===== src/rtl/vga_timing_gen.sv =====
// Display timing engine: phase-local down-counters per axis drive registered sync/de/position
// outputs, with a valid/ready pixel pull from the frame-buffer fetch path.
module vga_timing_gen #(
    parameter int unsigned CNT_WIDTH = 16,
    parameter int unsigned RGB_WIDTH = 24
) (
    input  logic                 clk_i,
    input  logic                 rst_i,
    input  logic                 en_i,
    input  logic                 hpol_i,
    input  logic                 vpol_i,
    input  logic [CNT_WIDTH-1:0] hvsize_i,
    input  logic [CNT_WIDTH-1:0] hfpsize_i,
    input  logic [CNT_WIDTH-1:0] hsnsize_i,
    input  logic [CNT_WIDTH-1:0] hbpsize_i,
    input  logic [CNT_WIDTH-1:0] vvsize_i,
    input  logic [CNT_WIDTH-1:0] vfpsize_i,
    input  logic [CNT_WIDTH-1:0] vsnsize_i,
    input  logic [CNT_WIDTH-1:0] vbpsize_i,
    input  logic                 pix_valid_i,
    input  logic [RGB_WIDTH-1:0] pix_data_i,
    output logic                 pix_ready_o,
    input  logic                 underrun_clr_i,
    output logic                 hsync_o,
    output logic                 vsync_o,
    output logic                 de_o,
    output logic [RGB_WIDTH-1:0] rgb_o,
    output logic [CNT_WIDTH-1:0] hpos_o,
    output logic [CNT_WIDTH-1:0] vpos_o,
    output logic                 fstart_o,
    output logic                 underrun_o
);

    typedef enum logic [0:0] {StIdle, StRun} state_e;
    typedef enum logic [1:0] {PhAct, PhFp, PhSn, PhBp} phase_e;

    localparam logic [CNT_WIDTH-1:0] One = CNT_WIDTH'(1);

    state_e state_q, state_d;
    phase_e hph_q, hph_d, vph_q, vph_d;
    logic [CNT_WIDTH-1:0] hcnt_q, hcnt_d, vcnt_q, vcnt_d;
    logic [CNT_WIDTH-1:0] hv_q, hv_d, hfp_q, hfp_d, hsn_q, hsn_d, hbp_q, hbp_d;
    logic [CNT_WIDTH-1:0] vv_q, vv_d, vfp_q, vfp_d, vsn_q, vsn_d, vbp_q, vbp_d;

    logic                 hsync_q, hsync_d, vsync_q, vsync_d, de_q, de_d;
    logic                 fstart_q, fstart_d, underrun_q, underrun_d;
    logic [CNT_WIDTH-1:0] hpos_q, hpos_d, vpos_q, vpos_d;

    phase_e               hnxt, vnxt;
    logic [CNT_WIDTH-1:0] hload, vload;
    logic                 cfg_ok, load_frame, go_idle, active;

    // Following phase with a non-zero size (wrapping to ACT) and its down-counter preload.
    function automatic void next_phase(
        input  phase_e               cur,
        input  logic [CNT_WIDTH-1:0] act,
        input  logic [CNT_WIDTH-1:0] fp,
        input  logic [CNT_WIDTH-1:0] sn,
        input  logic [CNT_WIDTH-1:0] bp,
        output phase_e               nxt,
        output logic [CNT_WIDTH-1:0] load
    );
        nxt  = PhAct;
        load = act - One;
        if (cur != PhBp && bp != '0) begin
            nxt  = PhBp;
            load = bp - One;
        end
        if ((cur == PhAct || cur == PhFp) && sn != '0) begin
            nxt  = PhSn;
            load = sn - One;
        end
        if (cur == PhAct && fp != '0) begin
            nxt  = PhFp;
            load = fp - One;
        end
    endfunction

    always_comb begin
        state_d    = state_q;
        hph_d      = hph_q;
        vph_d      = vph_q;
        hcnt_d     = hcnt_q;
        vcnt_d     = vcnt_q;
        hv_d       = hv_q;
        hfp_d      = hfp_q;
        hsn_d      = hsn_q;
        hbp_d      = hbp_q;
        vv_d       = vv_q;
        vfp_d      = vfp_q;
        vsn_d      = vsn_q;
        vbp_d      = vbp_q;
        load_frame = 1'b0;
        go_idle    = 1'b0;
        hnxt       = PhAct;
        vnxt       = PhAct;
        hload      = '0;
        vload      = '0;
        cfg_ok     = (hvsize_i != '0) && (vvsize_i != '0);

        next_phase(hph_q, hv_q, hfp_q, hsn_q, hbp_q, hnxt, hload);
        next_phase(vph_q, vv_q, vfp_q, vsn_q, vbp_q, vnxt, vload);

        unique case (state_q)
            StIdle: load_frame = en_i && cfg_ok;
            StRun: begin
                if (!en_i) begin
                    go_idle = 1'b1;
                end else if (hcnt_q != '0) begin
                    hcnt_d = hcnt_q - One;
                end else begin
                    hph_d  = hnxt;
                    hcnt_d = hload;
                    // Wrapping back to ACT marks the end of a line.
                    if (hnxt == PhAct) begin
                        if (vcnt_q != '0) begin
                            vcnt_d = vcnt_q - One;
                        end else if (vnxt != PhAct) begin
                            vph_d  = vnxt;
                            vcnt_d = vload;
                        end else if (cfg_ok) begin
                            load_frame = 1'b1;
                        end else begin
                            go_idle = 1'b1;
                        end
                    end
                end
            end
            default: go_idle = 1'b1;
        endcase

        if (load_frame) begin
            state_d = StRun;
            hph_d   = PhAct;
            vph_d   = PhAct;
            hcnt_d  = hvsize_i - One;
            vcnt_d  = vvsize_i - One;
            hv_d    = hvsize_i;
            hfp_d   = hfpsize_i;
            hsn_d   = hsnsize_i;
            hbp_d   = hbpsize_i;
            vv_d    = vvsize_i;
            vfp_d   = vfpsize_i;
            vsn_d   = vsnsize_i;
            vbp_d   = vbpsize_i;
        end
        if (go_idle) begin
            state_d = StIdle;
            hph_d   = PhAct;
            vph_d   = PhAct;
            hcnt_d  = '0;
            vcnt_d  = '0;
        end
    end

    // Outputs are a registered image of the current counter state.
    always_comb begin
        active     = (state_q == StRun) && en_i;
        de_d       = active && (hph_q == PhAct) && (vph_q == PhAct);
        hsync_d    = (active && hph_q == PhSn) ? hpol_i : ~hpol_i;
        vsync_d    = (active && vph_q == PhSn) ? vpol_i : ~vpol_i;
        hpos_d     = de_d ? (hv_q - One - hcnt_q) : '0;
        vpos_d     = (active && vph_q == PhAct) ? (vv_q - One - vcnt_q) : '0;
        fstart_d   = de_d && (hcnt_q == hv_q - One) && (vcnt_q == vv_q - One);
        underrun_d = underrun_q;
        if (de_q && !pix_valid_i) begin
            underrun_d = 1'b1;
        end else if (underrun_clr_i) begin
            underrun_d = 1'b0;
        end
    end

    always_ff @(posedge clk_i) begin
        if (rst_i) begin
            state_q    <= StIdle;
            hph_q      <= PhAct;
            vph_q      <= PhAct;
            hcnt_q     <= '0;
            vcnt_q     <= '0;
            hv_q       <= '0;
            hfp_q      <= '0;
            hsn_q      <= '0;
            hbp_q      <= '0;
            vv_q       <= '0;
            vfp_q      <= '0;
            vsn_q      <= '0;
            vbp_q      <= '0;
            hsync_q    <= ~hpol_i;
            vsync_q    <= ~vpol_i;
            de_q       <= 1'b0;
            hpos_q     <= '0;
            vpos_q     <= '0;
            fstart_q   <= 1'b0;
            underrun_q <= 1'b0;
        end else begin
            state_q    <= state_d;
            hph_q      <= hph_d;
            vph_q      <= vph_d;
            hcnt_q     <= hcnt_d;
            vcnt_q     <= vcnt_d;
            hv_q       <= hv_d;
            hfp_q      <= hfp_d;
            hsn_q      <= hsn_d;
            hbp_q      <= hbp_d;
            vv_q       <= vv_d;
            vfp_q      <= vfp_d;
            vsn_q      <= vsn_d;
            vbp_q      <= vbp_d;
            hsync_q    <= hsync_d;
            vsync_q    <= vsync_d;
            de_q       <= de_d;
            hpos_q     <= hpos_d;
            vpos_q     <= vpos_d;
            fstart_q   <= fstart_d;
            underrun_q <= underrun_d;
        end
    end

    // The pixel is taken in the same cycle ready is shown, so rgb follows the live input.
    assign pix_ready_o = de_q;
    assign rgb_o       = (de_q && pix_valid_i) ? pix_data_i : '0;
    assign hsync_o     = hsync_q;
    assign vsync_o     = vsync_q;
    assign de_o        = de_q;
    assign hpos_o      = hpos_q;
    assign vpos_o      = vpos_q;
    assign fstart_o    = fstart_q;
    assign underrun_o  = underrun_q;

endmodule

===== config.mk =====
export PLATFORM = sky130hd
export DESIGN_NAME = vga_timing_gen
export DESIGN_NICKNAME = d
export VERILOG_FILES = /design/src/rtl/vga_timing_gen.sv
export SDC_FILE = /design/constraint.sdc
export NUM_CORES = 1
export LEC_CHECK = 0
export CELL_PAD_IN_SITES_DETAIL_PLACEMENT = 0
export CELL_PAD_IN_SITES_GLOBAL_PLACEMENT = 1
export CORE_MARGIN = 1.5
export CORE_UTILIZATION = 25
export CTS_CLUSTER_SIZE = 30
export DETAILED_ROUTE_END_ITERATION = 10
export HOLD_SLACK_MARGIN = 0.1
export PLACE_DENSITY = 0.63
export SLEW_MARGIN = 10
export SYNTH_ARGS = -nofsm -noshare
export SYNTH_HDL_FRONTEND = slang
export SYNTH_SLANG_ARGS = --single-unit

===== constraint.sdc =====
create_clock -name clk_i -period 3.1 [get_ports clk_i]
set_input_delay 0.62 -clock clk_i [delete_from_list [all_inputs] [get_ports clk_i]]
set_output_delay 0.62 -clock clk_i [all_outputs]
set_load 0.02 [all_outputs]

==> results.md, run 1 <==
* Synthesized cell area at around 13,000 um^2
* Clock buffer depth at 3
* Syn nets at roughly 1,900
* CTS sink cnt at between 200 and 250
* Max-cap violations at 0
* Max incr delay on CP at between 500 and 600 ps
* Placeable Area at 50,400 um^2
* Kind of critical path: flip-flop to flip-flop
* Area grow syn2layout at 48.5%
* Fraction of layout cells with a size suffix above 1 at around a fifth
* Worst-path fanout max at 8
* Layout fillers at between 5,000 and 6,000
* Std-Cell Rows at ~80
* Vias at roughly 14,000
* Slew Viols, Final at 0
* Synthesized flop and latch total at between 200 and 250
* Psw at around 3.4 mW
* Synth cell types at 79
* CP endpoint kind: flip-flop
* Post-synth EDFFs at 0
* Avg Inst Size Synth at 7.43 um^2
* Antenna Cells at 0
* Skew-Pair Late Insertion Delay at about 560 ps
* Largest cells by area after synthesis: dfxtp_1 (32%), nand2_1 (10%), a21oi_1 (7.5%), xnor2_1 (6.3%), xor2_1 (4.6%)
* Total GRT Usage at 18.1%
* Cells after Synth at 1,725
* Initial antenna violation count at 1
* Yosys warnings at 0
* DIE AREA at approximately 53,000 um^2
* Maximum VDD drop at slightly above 300 uV
* Internal power at between 6 and 7 mW
* Overall Power at roughly 10 mW
* Hold slack at roughly 480 ps
* Critical path required time at between 3000 and 4000 ps
* Cell Area, Placed at between 15,000 and 20,000 um^2
* Leak at approximately 7.7 nW
* Largest net degree at the start of global routing at slightly below 100
* Non-Filler Instances at 2,863
* CP max stage cell: or4_4
* Post-route ant nets at 0
* Data arrival, critical path at roughly 3600 ps
* Least-Margin Pin Slew at roughly 1000 ps
* CTS root buf: clkbuf_16
* Area leader, netlist: dfxtp_1
* Routed WL per cell at roughly 17 um
* Htree depth at 1
* Period utilization at between 90% and 100%
* Crit start category: flip-flop
* Ys async rst share at 0%
* Gr ovfl total at 0
* Design Area, Final at 19,000 um^2
* Seq pwr share at about 29%
* Vias/cell at between 4 and 5
* Clock skew at 11.0 ps
* Vias in the first global route at approximately 14,000
* Initial Utilization at between 20% and 30%
* First drt pass iteration count at 5
* Die width at ~230 um
* Clk slew on worst S/H paths at about 60 ps
* Iter 0 DRT Violations at 830
* Most frequent cells in the layout: nand2_1 (350), buf_4 (279), clkdlybuf4s50_1 (219), dfxtp_1 (195), a21oi_1 (187)
* RSZ-0062 raised after global routing: yes
* Total CTS buffers at 26
* Post-DP HPWL at roughly 40,000 um
* Number of port buffers at between 200 and 250
* Final hold viol count at 0
* Type of the worst min-delay path: flip-flop to flip-flop
* Combinational share of power at about two fifths
* # setup viols final at 0
* Hold buffers post-CTS at 0
* Ys flop type: dfxtp_1
* GPL Wtd Cong at about 0.89
* Top-area cell type share of the netlist area at roughly a third
* Sw Ratio at between 30 and 40%
* IO Count at approximately 220
* PwrDens at approximately 530 nW/um^2
* Most common cell after layout, fill and taps aside: nand2_1
* F_max at ~320 MHz
* Clock power frac at around a third
* Tmin final at 3080 ps
* Final wirelength at 49,200 um
* Slew HR at about 33%
* Post-Route Utilization at a little under two fifths
* Chip height at between 200 and 250 um
* CP Cell Sequence: inv_2 > ha_2 > or4b_4 > buf_6 > or4_4 > nand2_4 > buf_4 > nor2_1 > o311a_1 > a211oi_1 > o21ai_0 > a21oi_1
* DRC at 0
* CTS tree: built
* Sequential area share after synthesis at 31.6%
* Placed cell count at 2,803
* Status: finished, final reports clean
* Final nets at between 2,000 and 2,500
* First-pass GRT wire length at about 76,000 um
-- metal layers --
| metal | vias to the layer above | track usage, % | wire length (um) |
|---|---|---|---|
| li1 | 7002 | - | - |
| met1 | 6466 | 25.6 | 24100 |
| met2 | 342 | 29.0 | 21800 |
| met3 | 42 | 2.63 | 2700 |
| met4 | 2 | 3.62 | 641 |
| met5 | - | 0 | 17 |
-- worst max-delay path: cells and delay by family (launching register included) --
kind	cells	cell delay, ps
and+or+nand+nor	4	1210
DFF	1	320
adders and majority gates	1	180
AOI/OAI and AO/OA	4	930
buffers and inverters	3	380
-- stage by stage --
stage | setup slack, ps | setup TNS (ps)
2_1_floorplan | -2.02 | -2.02
3_3_place_gp | -476 | -71710
3_5_place_dp | -553 | -79840
4_1_cts | -37.2 | -73.4
5_1_grt | -96.9 | -243
6_report | 15.1 | 0
-- what timing repair did --
item                                    in CTS  in global routing
endpoints found under the setup margin     164                173
resized for setup                           19                 50
buffers inserted                             7                 10
pin swaps                                    9                 33
-- power groups by stage --
stage / clock network [mW] / logic, mW / registers (mW)
CTS: 3.34 / 3.76 / 2.92
floorplan: 0 / 2.07 / 2.99
finish: 3.24 / 3.90 / 2.93
detailed placement: 0 / 3.68 / 2.98
global route: 3.44 / 4.26 / 2.95
global placement: 0 / 3.66 / 2.97
-- Yosys cell counts (all sizes together) (6+ instances only) --
cell and n:
o22ai 11, a21o 15, o31a 8, and2 6, nor2b 8, xor2 68
a311oi 8, o21a 6, or4 18, nor2 117, or3 18, nor4 46
and3 31, nand2 353, buf 35, a211oi 13, a21oi 191, nand4 20
nor3b 8, mux2i 7, inv 66, ha 42, a221oi 9, clkbuf 52
nand2b 8, nand3 39, o21ai 44, xnor2 92, nor3 72, o221ai 10
a31oi 12, o211ai 12, dfxtp 202, o31ai 13
-- final timing paths --
check	startpoint	endpoint	slack [ps]	cells past startpoint
worst max register to register	hbp_q[1]	hcnt_q[5]	20	12
worst min register to register	hv_q[15]	hv_q[15]	480	2
worst min-delay path	hv_q[15]	hv_q[15]	480	2
worst max-delay path	hbp_q[1]	hcnt_q[5]	20	12
-- kinds of logic after synthesis --
family | count (synthesis) | share of synthesized area (%)
xor gates and xnor gates | 160 | 10.9
DFF | 202 | 31.6
AOI/OAI and AO/OA | 388 | 18.8
adders and majority gates | 44 | 4.41
muxes | 11 | 0.898
buffers and inverters | 153 | 4.88
and+or+nand+nor | 767 | 28.6
-- cell type report --
class / instances / area (um^2) / share of cell area (%)
clock buffer: 34 / 742 / 3.90
tap: 672 / 841 / 4.42
timing repair buffer: 509 / 4470 / 23.5
sequential: 202 / 4060 / 21.3
inverter: 66 / 248 / 1.30
multi-input combinational: 1370 / 8520 / 44.8
clock inverter: 10 / 156 / 0.822
(Power assumes the default switching activity.)
==> run 2, diff against run 1 <==
--- a/config.mk
+++ b/config.mk
@@ -5,14 +5,13 @@
 export SDC_FILE = /design/constraint.sdc
 export NUM_CORES = 1
 export LEC_CHECK = 0
-export CELL_PAD_IN_SITES_DETAIL_PLACEMENT = 0
-export CELL_PAD_IN_SITES_GLOBAL_PLACEMENT = 1
 export CORE_MARGIN = 1.5
 export CORE_UTILIZATION = 25
 export CTS_CLUSTER_SIZE = 30
 export DETAILED_ROUTE_END_ITERATION = 10
 export HOLD_SLACK_MARGIN = 0.1
-export PLACE_DENSITY = 0.63
+export MAX_ROUTING_LAYER = met4
+export PLACE_DENSITY = 0.5
 export SLEW_MARGIN = 10
 export SYNTH_ARGS = -nofsm -noshare
 export SYNTH_HDL_FRONTEND = slang
==> run 2 against run 1 <==
Effect of this change: worst setup slack better by 23 ps; core utilization fell by 0.17 points; first-iteration DRC count decreased by 4.3%; global-route usage is 0.42 points higher; power shrank 1.5%; sequential share of layout area is 0.077 points higher; non-clock buffer count fell by 5; routed wire length fell by 0.80%; worst hold slack lost 7.0 ps; largest cell class unchanged; largest power group unchanged.
==> results.md, run 2 (synthesized netlist as in run 1, its figures left out) <==
* Status: finished, final reports clean
* Max-cap violations at 0 (unchanged)
* DRC at 0 (unchanged)
* CP endpoint kind: flip-flop
* Chip height at 229 um (unchanged)
* Final nets at 2,372 (-0.25%)
* CP max stage cell: dfxtp_4
* Tmin final at 3060 ps (-23.2 ps)
* Internal power at 6.52 mW (-1.9%)
* Clock skew at 32.6 ps (+21.6 ps)
* Clock power frac at 31.0% (-1.2 points)
* First-pass GRT wire length at 76,100 um (-0.15%)
* Psw at 3.40 mW (-0.65%)
* Post-route ant nets at 0 (unchanged)
* Total CTS buffers at 25 (-3.8%)
* Type of the worst min-delay path: flip-flop to flip-flop
* Clk slew on worst S/H paths at 60 ps (about the same)
* Die width at 229 um (unchanged)
* Slew Viols, Final at 0 (unchanged)
* PwrDens at 523 nW/um^2 (-1.0%)
* Final wirelength at 48,800 um (-0.80%)
* CTS tree: built
* Combinational share of power at 39.5% (+0.8 points)
* F_max at 327 MHz (+0.76%)
* Most common cell after layout, fill and taps aside: nand2_1
* Kind of critical path: flip-flop to flip-flop
* Crit start category: flip-flop
* IO Count at 221 (unchanged)
* Initial antenna violation count at 1 (unchanged)
* Post-DP HPWL at 39,200 um (-0.38%)
* Area grow syn2layout at 47.9%
* Seq pwr share at 29.5% (+0.4 points)
* Clock buffer depth at 3 (unchanged)
* Gr ovfl total at 0 (unchanged)
* Place WS at -550 ps (+2.69 ps)
* Skew-Pair Late Insertion Delay at 560 ps (about the same)
* Critical path required time at 3550 ps (-40 ps)
* CP Cell Sequence: inv_1 > ha_1 > nor3b_2 > nand2_1 > or3_1 > xnor2_1 > ha_1 > nand4_1 > inv_1 > a221o_1 > a21o_1 > a21oi_2 > xor2_1 > nor2_1
* Sw Ratio at 34.3% (+0.29 points)
* GPL Wtd Cong at 0.929 (+4.2%)
* Number of port buffers at 220 (unchanged)
* First drt pass iteration count at 5 (unchanged)
* Iter 0 DRT Violations at 794 (-4.3%)
* Largest net degree at the start of global routing at 57 (-41%)
* Period utilization at 98.8% (-0.75 points)
* # setup viols final at 0 (unchanged)
* Least-Margin Pin Slew at 774 ps (-233 ps)
* Maximum VDD drop at 337 uV (+8.2%)
* Total GRT Usage at 18.5% (+0.42 points)
* Routed WL per cell at 17.1 um (-0.73%)
* Vias in the first global route at 13,596 (+0.088%)
* Worst setup margin at 38.3 ps (+23.2 ps)
* Max incr delay on CP at 360 ps (-180 ps)
* DIE AREA at 52,600 um^2 (unchanged)
* Initial Utilization at 25.4% (unchanged)
* CTS root buf: clkbuf_16
* Most frequent cells in the layout: nand2_1 (351), buf_4 (270), clkdlybuf4s50_1 (219), dfxtp_1 (198), a21oi_1 (186)
* Flop2flop setup slack at 40 ps (+20 ps)
* Placeable Area at 50,400 um^2 (unchanged)
* Slew HR at 47.7% (+15 points)
* RSZ-0062 raised after global routing: yes
* Htree depth at 1 (unchanged)
* Vias/cell at 4.86 (+0.42%)
* Leak at 7.61 nW (-0.68%)
* Fraction of layout cells with a size suffix above 1 at 17.9% (-0.84 points)
* Data arrival, critical path at 3510 ps (-60 ps)
* Worst-path fanout max at 5 (-3)
* Hold slack at 468 ps (-7.04 ps)
* Std-Cell Rows at 82 (unchanged)
* Final hold viol count at 0 (unchanged)
* Vias at 13,902 (+0.35%)
* CTS sink cnt at 202 (unchanged)
-- run 2: cell count changes in the layout (fill, tap and decap cells not counted), moves of 3 or more --
cell,delta
ha_4,-3
buf_6,-3
buf_4,-9
clkbuf_1,+4
dfxtp_2,-3
buf_12,+6
inv_1,+3
inv_2,-3
dfxtp_1,+3
-- run 2: path summary, 6_finish.rpt --
path	depth (start not counted)	from	end
min reg2reg	2	underrun_o	underrun_o
max	14	hv_q[0]	hpos_o[14]
min	2	underrun_o	underrun_o
max reg2reg	14	hv_q[0]	hpos_o[14]
-- run 2: stage by stage --
stage | TNS, ps | area, um^2 | total power [mW] | cells | util [%]
after CTS | 0 | 18700 | 9.88 | 2854 | 37.2
after global placement | -67190 | 17700 | 6.65 | 2794 | 35.1
final | 0 | 18900 | 9.91 | 2861 | 37.6
after detailed placement | -74630 | 17700 | 6.67 | 2794 | 35.1
after global routing | -324 | 18900 | 10.5 | 2861 | 37.6
after floorplan | -2.02 | 12800 | 5.06 | 1725 | -
-- run 2: per-layer routing --
metal	share of wire [%]	track usage, %	vias up
met5	0	-	-
met4	1.9	4.26	0
met3	5.5	2.48	56
met2	44	28.5	383
met1	49	25.6	6477
li1	-	-	6986
-- run 2: cell type report --
| class | count | area [um^2] |
|---|---|---|
| multi-input cells | 1370 | 8430 |
| fillers | 5235 | 31400 |
| repair buffers | 504 | 4520 |
| diodes | 1 | 2.50 |
| well taps | 672 | 841 |
| flip-flops and latches | 202 | 4050 |
| inverters | 66 | 248 |
| clock buffers | 37 | 721 |
| clock inverters | 9 | 131 |
-- run 2: timing repair --
| item | in CTS | in global routing |
|---|---|---|
| resized for setup | 21 | 32 |
| hold buffers | 0 | 0 |
| pin swaps | 19 | 25 |
| setup buffers | 14 | 6 |
| setup endpoints to repair | 163 | 145 |
-- run 2: critical path: cells and delay by family (launching register included) --
kind                     cells  cell delay [ps]
AO/OA/AOI/OAI                3              710
XOR/XNOR                     2              420
adder cells (fa/ha/maj)      2              500
buffers and inverters        2              120
flip-flops                   1              360
AND/OR/NAND/NOR              5              840
-- run 2: power by group through the flow --
stage / logic, mW / registers (mW) / clock network (mW)
finish: 3.91 / 2.92 / 3.07
global route: 4.27 / 2.95 / 3.26
detailed placement: 3.69 / 2.98 / 0
floorplan: 2.07 / 2.99 / 0
global placement: 3.67 / 2.97 / 0
CTS: 3.81 / 2.92 / 3.15
